## src/rtl/thread_scheduler_pkg.sv

```systemverilog
// Shared constants and mask-FSM encoding for the barrel-pipeline thread scheduler.
package thread_scheduler_pkg;

  localparam logic HIGH = 1'b1;
  localparam logic LOW  = 1'b0;

  typedef enum logic {
    SCHED_IDLE    = 1'b0,
    SCHED_PENDING = 1'b1
  } sched_state_e;

endpackage

```

## src/rtl/thread_scheduler_if.sv

```systemverilog
// Control/status bundle between the pipeline front end and the thread scheduler.
interface thread_scheduler_if #(
  parameter int THREAD_COUNT      = 8,
  parameter int THREAD_ADDR_WIDTH = 3,
  parameter int STATS_WIDTH       = 16
);
  logic                         mask_wren;
  logic [THREAD_COUNT-1:0]      mask_wdata;
  logic                         halt_req;
  logic [THREAD_ADDR_WIDTH-1:0] halt_thread;
  logic                         resume_req;
  logic [THREAD_ADDR_WIDTH-1:0] resume_thread;
  logic [THREAD_ADDR_WIDTH-1:0] previous_thread;
  logic [THREAD_ADDR_WIDTH-1:0] current_thread;
  logic [THREAD_ADDR_WIDTH-1:0] next_thread;
  logic                         thread_valid;
  logic                         round_start;
  logic [THREAD_COUNT-1:0]      active_mask;
  logic                         mask_busy;
  logic [THREAD_ADDR_WIDTH-1:0] stats_thread;
  logic [STATS_WIDTH-1:0]       stats_count;

  modport master (
    output mask_wren, mask_wdata, halt_req, halt_thread, resume_req, resume_thread, stats_thread,
    input  previous_thread, current_thread, next_thread, thread_valid, round_start,
           active_mask, mask_busy, stats_count
  );

  modport slave (
    input  mask_wren, mask_wdata, halt_req, halt_thread, resume_req, resume_thread, stats_thread,
    output previous_thread, current_thread, next_thread, thread_valid, round_start,
           active_mask, mask_busy, stats_count
  );
endinterface

```

## src/rtl/thread_scheduler_slot_counter.sv

```systemverilog
// Round-robin slot counter: wraps by equality compare so THREAD_COUNT need not be a power of 2.
module thread_scheduler_slot_counter #(
  parameter int THREAD_COUNT      = 8,
  parameter int THREAD_ADDR_WIDTH = 3
) (
  input  logic                         clock,
  input  logic                         reset_n,
  output logic [THREAD_ADDR_WIDTH-1:0] previous_thread,
  output logic [THREAD_ADDR_WIDTH-1:0] current_thread,
  output logic [THREAD_ADDR_WIDTH-1:0] next_thread,
  output logic                         round_start
);
  localparam logic [THREAD_ADDR_WIDTH-1:0] LAST = THREAD_ADDR_WIDTH'(THREAD_COUNT - 1);

  assign next_thread = (current_thread == LAST) ? '0 : current_thread + 1'b1;
  assign round_start = (current_thread == '0);

  // advance one slot per edge; previous is the slot just retired
  always_ff @(posedge clock or negedge reset_n) begin
    if (!reset_n) begin
      current_thread  <= '0;
      previous_thread <= LAST;
    end else begin
      current_thread  <= next_thread;
      previous_thread <= current_thread;
    end
  end
endmodule

```

## src/rtl/thread_scheduler.sv

```systemverilog
// Barrel-pipeline thread scheduler: slot sequencing, per-thread active mask,
// round-aligned mask writes, halt/resume, optional per-thread issue counters.
// Optional feature macro: THREAD_SCHEDULER_STATS_EN (issue counters + stats read port).
module thread_scheduler
  import thread_scheduler_pkg::*;
#(
  parameter int                     THREAD_COUNT      = 8,
  parameter int                     THREAD_ADDR_WIDTH = 3,
  parameter logic [THREAD_COUNT-1:0] RESET_ACTIVE_MASK = 'h01,
  parameter int                     STATS_WIDTH       = 16
) (
  input  logic               clock,
  input  logic               reset_n,
  thread_scheduler_if.slave  bus
);
  localparam int AW = THREAD_ADDR_WIDTH;
  localparam logic [AW-1:0] LAST = AW'(THREAD_COUNT - 1);

  logic [AW-1:0]           cur;
  logic [AW-1:0]           prev;
  logic [AW-1:0]           nxt;
  logic                    rstart;
  logic                    boundary;
  logic                    valid;
  sched_state_e            state_q, state_d;
  logic [THREAD_COUNT-1:0] active_q, active_d;
  logic [THREAD_COUNT-1:0] pending_q, pending_d;

  thread_scheduler_slot_counter #(
    .THREAD_COUNT      (THREAD_COUNT),
    .THREAD_ADDR_WIDTH (AW)
  ) u_slot (
    .clock           (clock),
    .reset_n         (reset_n),
    .previous_thread (prev),
    .current_thread  (cur),
    .next_thread     (nxt),
    .round_start     (rstart)
  );

  // the edge leaving the last slot is the only place a pending mask lands
  assign boundary = (cur == LAST);

  // mask FSM next state: capture/overwrite while waiting for the round boundary
  always_comb begin
    state_d   = state_q;
    pending_d = pending_q;
    case (state_q)
      SCHED_IDLE: begin
        if (bus.mask_wren) begin
          state_d   = SCHED_PENDING;
          pending_d = bus.mask_wdata;
        end
      end
      SCHED_PENDING: begin
        if (boundary)           state_d   = SCHED_IDLE;
        else if (bus.mask_wren) pending_d = bus.mask_wdata;
      end
      default: state_d = SCHED_IDLE;
    endcase
  end

  // next mask: boundary apply first, then halt, then resume (resume wins)
  always_comb begin
    active_d = active_q;
    if (state_q == SCHED_PENDING && boundary)
      active_d = bus.mask_wren ? bus.mask_wdata : pending_q;
    for (int t = 0; t < THREAD_COUNT; t++) begin
      if (bus.halt_req   && bus.halt_thread   == AW'(t)) active_d[t] = LOW;
      if (bus.resume_req && bus.resume_thread == AW'(t)) active_d[t] = HIGH;
    end
  end

  // mask state registers
  always_ff @(posedge clock or negedge reset_n) begin
    if (!reset_n) begin
      state_q   <= SCHED_IDLE;
      pending_q <= '0;
      active_q  <= RESET_ACTIVE_MASK;
    end else begin
      state_q   <= state_d;
      pending_q <= pending_d;
      active_q  <= active_d;
    end
  end

  // select the current slot's mask bit without an out-of-range index
  always_comb begin
    valid = LOW;
    for (int t = 0; t < THREAD_COUNT; t++)
      if (cur == AW'(t)) valid = active_q[t];
  end

  assign bus.previous_thread = prev;
  assign bus.current_thread  = cur;
  assign bus.next_thread     = nxt;
  assign bus.round_start     = rstart;
  assign bus.thread_valid    = valid;
  assign bus.active_mask     = active_q;
  assign bus.mask_busy       = (state_q == SCHED_PENDING);

`ifdef THREAD_SCHEDULER_STATS_EN
  logic [STATS_WIDTH-1:0] issue_cnt [THREAD_COUNT];
  logic [STATS_WIDTH-1:0] stats_q;

  // saturating issue counters and registered read (out-of-range reads 0)
  always_ff @(posedge clock or negedge reset_n) begin
    if (!reset_n) begin
      for (int t = 0; t < THREAD_COUNT; t++) issue_cnt[t] <= '0;
      stats_q <= '0;
    end else begin
      stats_q <= '0;
      for (int t = 0; t < THREAD_COUNT; t++) begin
        if (bus.stats_thread == AW'(t)) stats_q <= issue_cnt[t];
        if (cur == AW'(t) && active_q[t] && issue_cnt[t] != '1)
          issue_cnt[t] <= issue_cnt[t] + 1'b1;
      end
    end
  end

  assign bus.stats_count = stats_q;
`else
  logic unused_stats;
  assign unused_stats    = ^bus.stats_thread;
  assign bus.stats_count = '0;
`endif
endmodule
```

## src/flat_wrapper.sv

```systemverilog
// flat-port wrapper written by rule: the top's interface ports become plain ports
module thread_scheduler_flat import thread_scheduler_pkg::*;
#(
  parameter int                     THREAD_COUNT      = 8,
  parameter int                     THREAD_ADDR_WIDTH = 3,
  parameter logic [THREAD_COUNT-1:0] RESET_ACTIVE_MASK = 'h01,
  parameter int                     STATS_WIDTH       = 16
)
  (clock, reset_n, bus_mask_wren, bus_mask_wdata, bus_halt_req, bus_halt_thread, bus_resume_req, bus_resume_thread, bus_stats_thread, bus_previous_thread, bus_current_thread, bus_next_thread, bus_thread_valid, bus_round_start, bus_active_mask, bus_mask_busy, bus_stats_count);
  thread_scheduler_if #(.THREAD_COUNT(THREAD_COUNT), .THREAD_ADDR_WIDTH(THREAD_ADDR_WIDTH), .STATS_WIDTH(STATS_WIDTH)) bus_i ();
  input  logic clock;
  input  logic reset_n;
  input wire logic [$bits(bus_i.mask_wren)-1:0] bus_mask_wren;
  input wire logic [$bits(bus_i.mask_wdata)-1:0] bus_mask_wdata;
  input wire logic [$bits(bus_i.halt_req)-1:0] bus_halt_req;
  input wire logic [$bits(bus_i.halt_thread)-1:0] bus_halt_thread;
  input wire logic [$bits(bus_i.resume_req)-1:0] bus_resume_req;
  input wire logic [$bits(bus_i.resume_thread)-1:0] bus_resume_thread;
  input wire logic [$bits(bus_i.stats_thread)-1:0] bus_stats_thread;
  output wire logic [$bits(bus_i.previous_thread)-1:0] bus_previous_thread;
  output wire logic [$bits(bus_i.current_thread)-1:0] bus_current_thread;
  output wire logic [$bits(bus_i.next_thread)-1:0] bus_next_thread;
  output wire logic [$bits(bus_i.thread_valid)-1:0] bus_thread_valid;
  output wire logic [$bits(bus_i.round_start)-1:0] bus_round_start;
  output wire logic [$bits(bus_i.active_mask)-1:0] bus_active_mask;
  output wire logic [$bits(bus_i.mask_busy)-1:0] bus_mask_busy;
  output wire logic [$bits(bus_i.stats_count)-1:0] bus_stats_count;
  assign bus_i.mask_wren = bus_mask_wren;
  assign bus_i.mask_wdata = bus_mask_wdata;
  assign bus_i.halt_req = bus_halt_req;
  assign bus_i.halt_thread = bus_halt_thread;
  assign bus_i.resume_req = bus_resume_req;
  assign bus_i.resume_thread = bus_resume_thread;
  assign bus_i.stats_thread = bus_stats_thread;
  assign bus_previous_thread = bus_i.previous_thread;
  assign bus_current_thread = bus_i.current_thread;
  assign bus_next_thread = bus_i.next_thread;
  assign bus_thread_valid = bus_i.thread_valid;
  assign bus_round_start = bus_i.round_start;
  assign bus_active_mask = bus_i.active_mask;
  assign bus_mask_busy = bus_i.mask_busy;
  assign bus_stats_count = bus_i.stats_count;
  thread_scheduler #(.THREAD_COUNT(THREAD_COUNT), .THREAD_ADDR_WIDTH(THREAD_ADDR_WIDTH), .RESET_ACTIVE_MASK(RESET_ACTIVE_MASK), .STATS_WIDTH(STATS_WIDTH)) u_core (.clock(clock), .reset_n(reset_n), .bus(bus_i));
endmodule
```

## config.mk

```make
export PLATFORM = sky130hd
export DESIGN_NAME = thread_scheduler_flat
export DESIGN_NICKNAME = d
export VERILOG_FILES = /design/src/rtl/thread_scheduler_pkg.sv /design/src/rtl/thread_scheduler_if.sv /design/src/rtl/thread_scheduler_slot_counter.sv /design/src/rtl/thread_scheduler.sv /design/src/flat_wrapper.sv
export SDC_FILE = /design/constraint.sdc
export NUM_CORES = 1
export LEC_CHECK = 0
export ABC_AREA = 1
export CAP_MARGIN = 20
export CORE_ASPECT_RATIO = 0.9
export CORE_UTILIZATION = 46
export DETAILED_ROUTE_END_ITERATION = 16
export PLACE_DENSITY = 0.85
export SYNTH_ARGS = -nofsm -noshare
export SYNTH_HDL_FRONTEND = slang
export SYNTH_HIERARCHICAL = 1
export SYNTH_SLANG_ARGS = --single-unit
```

## constraint.sdc

```tcl
create_clock -name clock -period 3.66 [get_ports clock]
set_clock_uncertainty 0.15 [all_clocks]
set_input_delay 0.732 -clock clock [delete_from_list [all_inputs] [get_ports clock]]
set_output_delay 0.732 -clock clock [all_outputs]
set_load 0.01 [all_outputs]
```

==> results of run 1 <==
==> power breakdown <==
group	switching [mW]	internal, mW
Clock	0.0703	0.0425
Combinational	0.0629	0.0620
Sequential	0.0144	0.275
Total	0.148	0.379
==> metrics by stage <==
step / power [mW] / utilization (%) / std cells / hold slack [ns] / setup slack, ns
2_1_floorplan: 0.365 / - / 227 / 0.286 / 1.75
3_3_place_gp: 0.412 / 62.5 / 286 / 0.317 / 1.27
3_5_place_dp: 0.415 / 62.5 / 286 / 0.326 / 1.23
4_1_cts: 0.529 / 63.4 / 290 / 0.354 / 0.872
5_1_grt: 0.559 / 64.4 / 291 / 0.384 / 0.704
6_report: 0.527 / 64.4 / 291 / 0.350 / 0.885
==> final cells by class <==
| cell class | instances | area (µm²) | area share (%) |
|---|---|---|---|
| Clock buffer | 4 | 26.3 | 1.44 |
| Inverter | 42 | 158 | 8.63 |
| Multi-Input combinational cell | 143 | 604 | 33.1 |
| Timing Repair Buffer | 39 | 408 | 22.3 |
| Tap cell | 40 | 50.0 | 2.74 |
| Sequential cell | 23 | 581 | 31.8 |
==> cell usage after synthesis (all sizes together) <==
cell	number	area [µm²]
buf	19	144
ha	3	37.5
nand3	12	60.1
dfrtp	19	475
inv	42	158
a21oi	1	5.00
dfstp	4	105
nand2	88	333
nor2	14	62.6
o21ai	8	40.0
conb	1	3.75
nand4	1	6.26
==> cell families after synthesis <==
kind of cell,after synthesis,synth area share [%]
AOI/OAI and AO/OA,9,3.15
adders and majority gates,3,2.62
buffers and inverters,61,21.1
DFF,23,40.6
other,1,0.262
and+or+nand+nor,115,32.3
==> final timing paths <==
check                                                 from                          endpoint  slack, ns  cells past startpoint
max in group asynchronous                          reset_n  u_core/u_slot/previous_thread[0]       2.46                      2
setup / recovery           u_core/u_slot/current_thread[2]                  bus_thread_valid       0.89                      6
min in group asynchronous                          reset_n              u_core/bus.mask_busy       0.47                      1
hold / removal                         u_core/pending_q[5]               u_core/pending_q[5]       0.35                      2
setup reg to reg           u_core/u_slot/current_thread[1]         u_core/bus.active_mask[2]       2.00                      5
hold reg to reg                        u_core/pending_q[5]               u_core/pending_q[5]       0.35                      2
==> placed cells by master, fill, tap and decap left out <==
cell,n
a21oi_1,1
buf_16,1
clkbuf_1,1
clkbuf_4,3
clkdlybuf4s50_1,38
conb_1,16
dfrtp_1,19
dfstp_2,4
ha_1,3
inv_1,42
nand2_1,87
nand2_2,1
nand3_1,12
nand4_1,1
nor2_1,12
nor2_2,1
nor2_4,1
o21ai_0,6
o21ai_1,2
==> critical path, delay by kind of cell, from the launching register on <==
kind	cells	cell delay [ns]
DFF	1	0.53
AOI/OAI and AO/OA	1	0.12
buffers and inverters	2	0.73
and+or+nand+nor	3	0.20
==> routing by layer <==
layer | global-route usage, % | vias up
met5 | 0 | -
met4 | 6.44 | 0
met3 | 3.26 | 6
met2 | 38.1 | 47
met1 | 22.1 | 551
li1 | - | 664
==> registers in the layout (all words and copies together), names as in the netlist <==
signal                         cells
u_core/bus.mask_busy               1
u_core/u_slot/current_thread       3
u_core/bus.active_mask             8
u_core/u_slot/previous_thread      3
u_core/pending_q                   8
==> reports/qor.csv, run 1 <==
stage,metric,value,unit
global_route,grt ovf,0,
global_route,vias in the first global route,1201,
routing,drt first pass iters,4,
clock_network,Root Buffer,clkbuf_4,
job,Max-Cap Viols,0,
yosys,Synth Instances,212,
yosys,Yosys cell types,18,
floorplan,I/O pin cnt,58,
yosys,Synth Area per Inst,6.75,µm²
global_route,GRT Util Overall,19.7,%
finish,nets,277,
routing,DR WL met2,1.33,mm
routing,Iter 0 DRT Violations,56,
worst_setup_path,Worst EP arrival,1.89,ns
finish,layout cell share with drive strength beyond 1,4.38,%
routing,routed wire length,2.81,mm
worst_setup_path,"most used cell, CP",nand2_1,
outcome,status,"finished, final reports clean",
routing,Via-to-Cell Ratio,4.36,
worst_setup_path,critical path required time,2.78,ns
timing,Final setup viols,0,
clock_network,CTS Hold Bufs,0,
timing,fmax,0.360,GHz
routing,routed len/inst,9.66,µm
worst_setup_path,maximum net fanout on the critical path,11,
pwr,power per cell area,288,mW/mm²
timing,RSZ-0062 raised after global routing,false,
yosys,#FFs+latches synth,23,
clock_network,Worst-Skew Late Latency,0.30,ns
routing,number of remaining DRC errors,0,
floorplan,Die Height,54.9,µm
clock_network,# clock sinks,23,
worst_setup_path,Worst path slowest cell,clkdlybuf4s50_1,
pwr,Lkg Pwr,1.01,nW
floorplan,die area,0.00334,mm²
worst_setup_path,CP Capture Type,output port,
placed_design,Placed Area,0.00177,mm²
timing,Tcrit/Tclk final,75.8,%
yosys,synthesized area,0.00143,mm²
yosys,synth warn,6,
routing,Antenna Nets Post-Route,0,
routing,Vias,1268,
timing,final setup TNS,0,ns
finish,fillers,281,
worst_setup_path,Worst setup SP type,register,
floorplan,core area,0.00284,mm²
worst_hold_path,Worst Hold Class,reg -> reg,
floorplan,FP Rows,18,
placed_design,GPL Wtd Cong,0.788,
timing,Fin. Hold Viols,0,
routing,Met1 Wirelength,1.27,mm
worst_setup_path,CP max stage delay,0.56,ns
timing,Slew Limit Fails,0,
clock_network,Post-CTS Setup Inserts,0,
timing,minimum clock period,2.77,ns
yosys,sequential area share after synthesis,40.6,%
clock_network,"Clk pin slew, worst setup/hold paths",0.12,ns
clock_network,H-tree depth,1,
floorplan,Die Wd,60.8,µm
routing,met3 wire length,175,µm
finish,design area,0.00183,mm²
finish,diode count,0,
finish,Area Growth Syn to Fin,27.7,%
global_route,pin count of the biggest net entering global routing,26,
clock_network,clock buffer depth,2,
worst_setup_path,crit-path cells,inv_1 -> nand2_1 -> nand3_1 -> nand2_1 -> a21oi_1 -> clkdlybuf4s50_1,
clock_network,post-cts resize count,0,
clock_network,CTS tree,yes,
pwr,VDD IR max,0.128,mV
routing,top layer in use,met4,
floorplan,Initial Util,50.4,%
worst_setup_path,crit path kind,reg -> out,
global_route,initial antenna violation count,0,
placed_design,port bufs,38,
clock_network,CTS buffer count,3,
global_route,first-pass GRT wire length,4.75,mm
placed_design,dpl hpwl,2.22,mm
Power figures use the tool's default switching activity.
==> inputs of run 2 (changes only) <==
--- a/config.mk
+++ b/config.mk
@@ -8,9 +8,9 @@
 export ABC_AREA = 1
 export CAP_MARGIN = 20
 export CORE_ASPECT_RATIO = 0.9
-export CORE_UTILIZATION = 46
+export CORE_UTILIZATION = 43
 export DETAILED_ROUTE_END_ITERATION = 16
-export PLACE_DENSITY = 0.85
+export PLACE_DENSITY = 0.8
 export SYNTH_ARGS = -nofsm -noshare
 export SYNTH_HDL_FRONTEND = slang
 export SYNTH_HIERARCHICAL = 1
==> constraint.sdc (replaced) <==
create_clock -name clock -period 2.73 [get_ports clock]
set_clock_uncertainty 0.15 [all_clocks]
set_input_delay 0.546 -clock clock [delete_from_list [all_inputs] [get_ports clock]]
set_output_delay 0.546 -clock clock [all_outputs]
set_load 0.01 [all_outputs]
==> run 2 against run 1 <==
Effect of this change:
- combinational power is 31% higher
- wire length is 4.3% lower
- count of clock-buffer cells in the layout is 1 lower
- global-route usage shrank 2.4 points
- critical path depth stayed put
- cell count is 0.69% higher
- sequential power grew 34%
- die area is 6.7% higher
- register-to-register slack worse by 0.87 ns
- critical path type unchanged
- critical endpoint unchanged
==> reports/qor.csv, run 2 (synthesized netlist as in run 1, its figures left out) <==
stage,metric,value,unit
outcome,status,"finished, final reports clean",
floorplan,Initial Util,45.9,%
finish,design area,0.00183,mm²
placed_design,GPL Wtd Cong,0.785,
finish,Area Growth Syn to Fin,28.1,%
timing,Fin. Hold Viols,0,
routing,Antenna Nets Post-Route,0,
global_route,grt ovf,0,
timing,RSZ-0062 raised after global routing,false,
worst_setup_path,crit path kind,reg -> out,
floorplan,Die Height,56.7,µm
floorplan,die area,0.00356,mm²
worst_setup_path,Worst EP arrival,1.83,ns
global_route,first-pass GRT wire length,4.81,mm
routing,number of remaining DRC errors,0,
global_route,GRT Util Overall,17.3,%
placed_design,port bufs,38,
worst_setup_path,crit path from,u_core/u_slot/current_thread[2],
routing,routed wire length,2.69,mm
finish,nets,277,
finish,most frequent cells in the layout,"nand2_1, inv_1, clkdlybuf4s50_1",
timing,Tcrit/Tclk final,92.4,%
placed_design,Placed Area,0.00178,mm²
global_route,pin count of the biggest net entering global routing,26,
worst_setup_path,reg2reg setup slack,1.13,ns
worst_setup_path,CP max stage delay,0.55,ns
clock_network,Root Buffer,clkbuf_8,
worst_setup_path,maximum net fanout on the critical path,11,
timing,final setup TNS,0,ns
worst_hold_path,Worst Hold Class,reg -> reg,
clock_network,post-cts resize count,0,
clock_network,Post-CTS Setup Inserts,0,
worst_setup_path,critical path required time,2.03,ns
timing,Final setup viols,0,
worst_setup_path,crit-path cells,inv_1 -> nand2_1 -> nand3_1 -> nand2_1 -> a21oi_1 -> clkdlybuf4s50_1,
timing,Slew Limit Fails,0,
finish,"most common cell after layout, fill and taps aside",nand2_1,
finish,diode count,0,
clock_network,CTS tree,yes,
global_route,vias in the first global route,1173,
routing,Iter 0 DRT Violations,49,
worst_setup_path,"most used cell, CP",nand2_1,
clock_network,clock buffer depth,2,
floorplan,Die Wd,62.8,µm
clock_network,Worst-Skew Late Latency,0.27,ns
floorplan,core area,0.00311,mm²
worst_setup_path,Worst R2R Path Depth,5,
clock_network,H-tree depth,1,
clock_network,CTS buffer count,3,
worst_setup_path,Setup crit end,bus_thread_valid,
finish,layout cell share with drive strength beyond 1,4.78,%
routing,Vias,1261,
job,Max-Cap Viols,0,
timing,worst hold margin,0.343,ns
worst_setup_path,Worst path slowest cell,clkdlybuf4s50_1,
timing,minimum clock period,2.52,ns
worst_setup_path,Worst setup SP type,register,
clock_network,"Clk pin slew, worst setup/hold paths",0.07,ns
routing,drt first pass iters,4,
routing,Via-to-Cell Ratio,4.30,
pwr,power per cell area,418,mW/mm²
worst_setup_path,reg-to-reg endpoint,u_core/bus.active_mask[6],
pwr,VDD IR max,0.218,mV
global_route,initial antenna violation count,0,
pwr,Lkg Pwr,1.01,nW
timing,fmax,0.397,GHz
worst_setup_path,reg2reg start,u_core/u_slot/current_thread[2],
placed_design,dpl hpwl,2.08,mm
routing,routed len/inst,9.18,µm
clock_network,CTS Hold Bufs,0,
floorplan,FP Rows,19,
floorplan,I/O pin cnt,58,
clock_network,# clock sinks,23,
worst_setup_path,CP Capture Type,output port,
==> run 2: changes by cell type in the layout (fill, tap and decap cells not counted) <==
| cell | before | now |
|---|---|---|
| clkbuf_1 | 1 | 0 |
| clkinvlp_4 | 0 | 1 |
| clkbuf_4 | 3 | 0 |
| buf_16 | 1 | 0 |
| clkbuf_8 | 0 | 3 |
| buf_4 | 0 | 1 |
==> run 2: metal layers <==
layer | part of all wire, % | vias up | global-route usage [%]
li1 | - | 666 | -
met3 | 6.2 | 7 | 4.67
met5 | 0 | - | 0
met4 | 1.3 | 0 | 5.32
met2 | 46 | 42 | 30.3
met1 | 47 | 546 | 20.7
==> run 2: worst min path at each step <==
stage / from / end / slack, ns / depth (start not counted)
6_report: u_core/u_slot/current_thread[0] / u_core/u_slot/previous_thread[0] / 0.34 / 0
2_1_floorplan: reset_n / u_core/bus.active_mask[1] / 0.10 / 0
5_1_grt: u_core/u_slot/current_thread[0] / u_core/u_slot/previous_thread[0] / 0.38 / 0
3_5_place_dp: u_core/pending_q[0] / u_core/pending_q[0] / 0.33 / 2
3_3_place_gp: u_core/pending_q[4] / u_core/pending_q[4] / 0.32 / 2
4_1_cts: u_core/u_slot/current_thread[0] / u_core/u_slot/previous_thread[0] / 0.34 / 0
==> run 2: cell type report <==
type / count / area, µm²
clock buffer: 3 / 41.3
clock inverter: 1 / 7.51
tap: 42 / 52.6
sequential: 23 / 581
fill: 306 / 1280
timing repair buffer: 39 / 388
inverter: 42 / 158
multi-input combinational: 143 / 604
==> run 2: worst max-delay path: cells and delay by family (launching register included) <==
| kind | cells | cell delay [ns] |
|---|---|---|
| AOI/OAI and AO/OA | 1 | 0.11 |
| buffers and inverters | 2 | 0.73 |
| DFF | 1 | 0.51 |
| and+or+nand+nor | 3 | 0.21 |
==> run 2: power by group <==
group          switching (mW)  internal, mW  total (mW)
combinational          0.0842        0.0801       0.164
sequential             0.0187         0.368       0.387
clock                   0.112         0.103       0.215
total                   0.215         0.552       0.766
==> run 2: stage by stage <==
stage               total power [mW]  std cells  worst slack, ns  util [%]
floorplan                      0.489        227             1.00         -
global placement               0.554        289            0.523      57.3
detailed placement             0.558        289            0.517      57.3
CTS                            0.775        293            0.216      58.8
global route                   0.813        293           0.0874      58.8
finish                         0.766        293            0.208      58.8
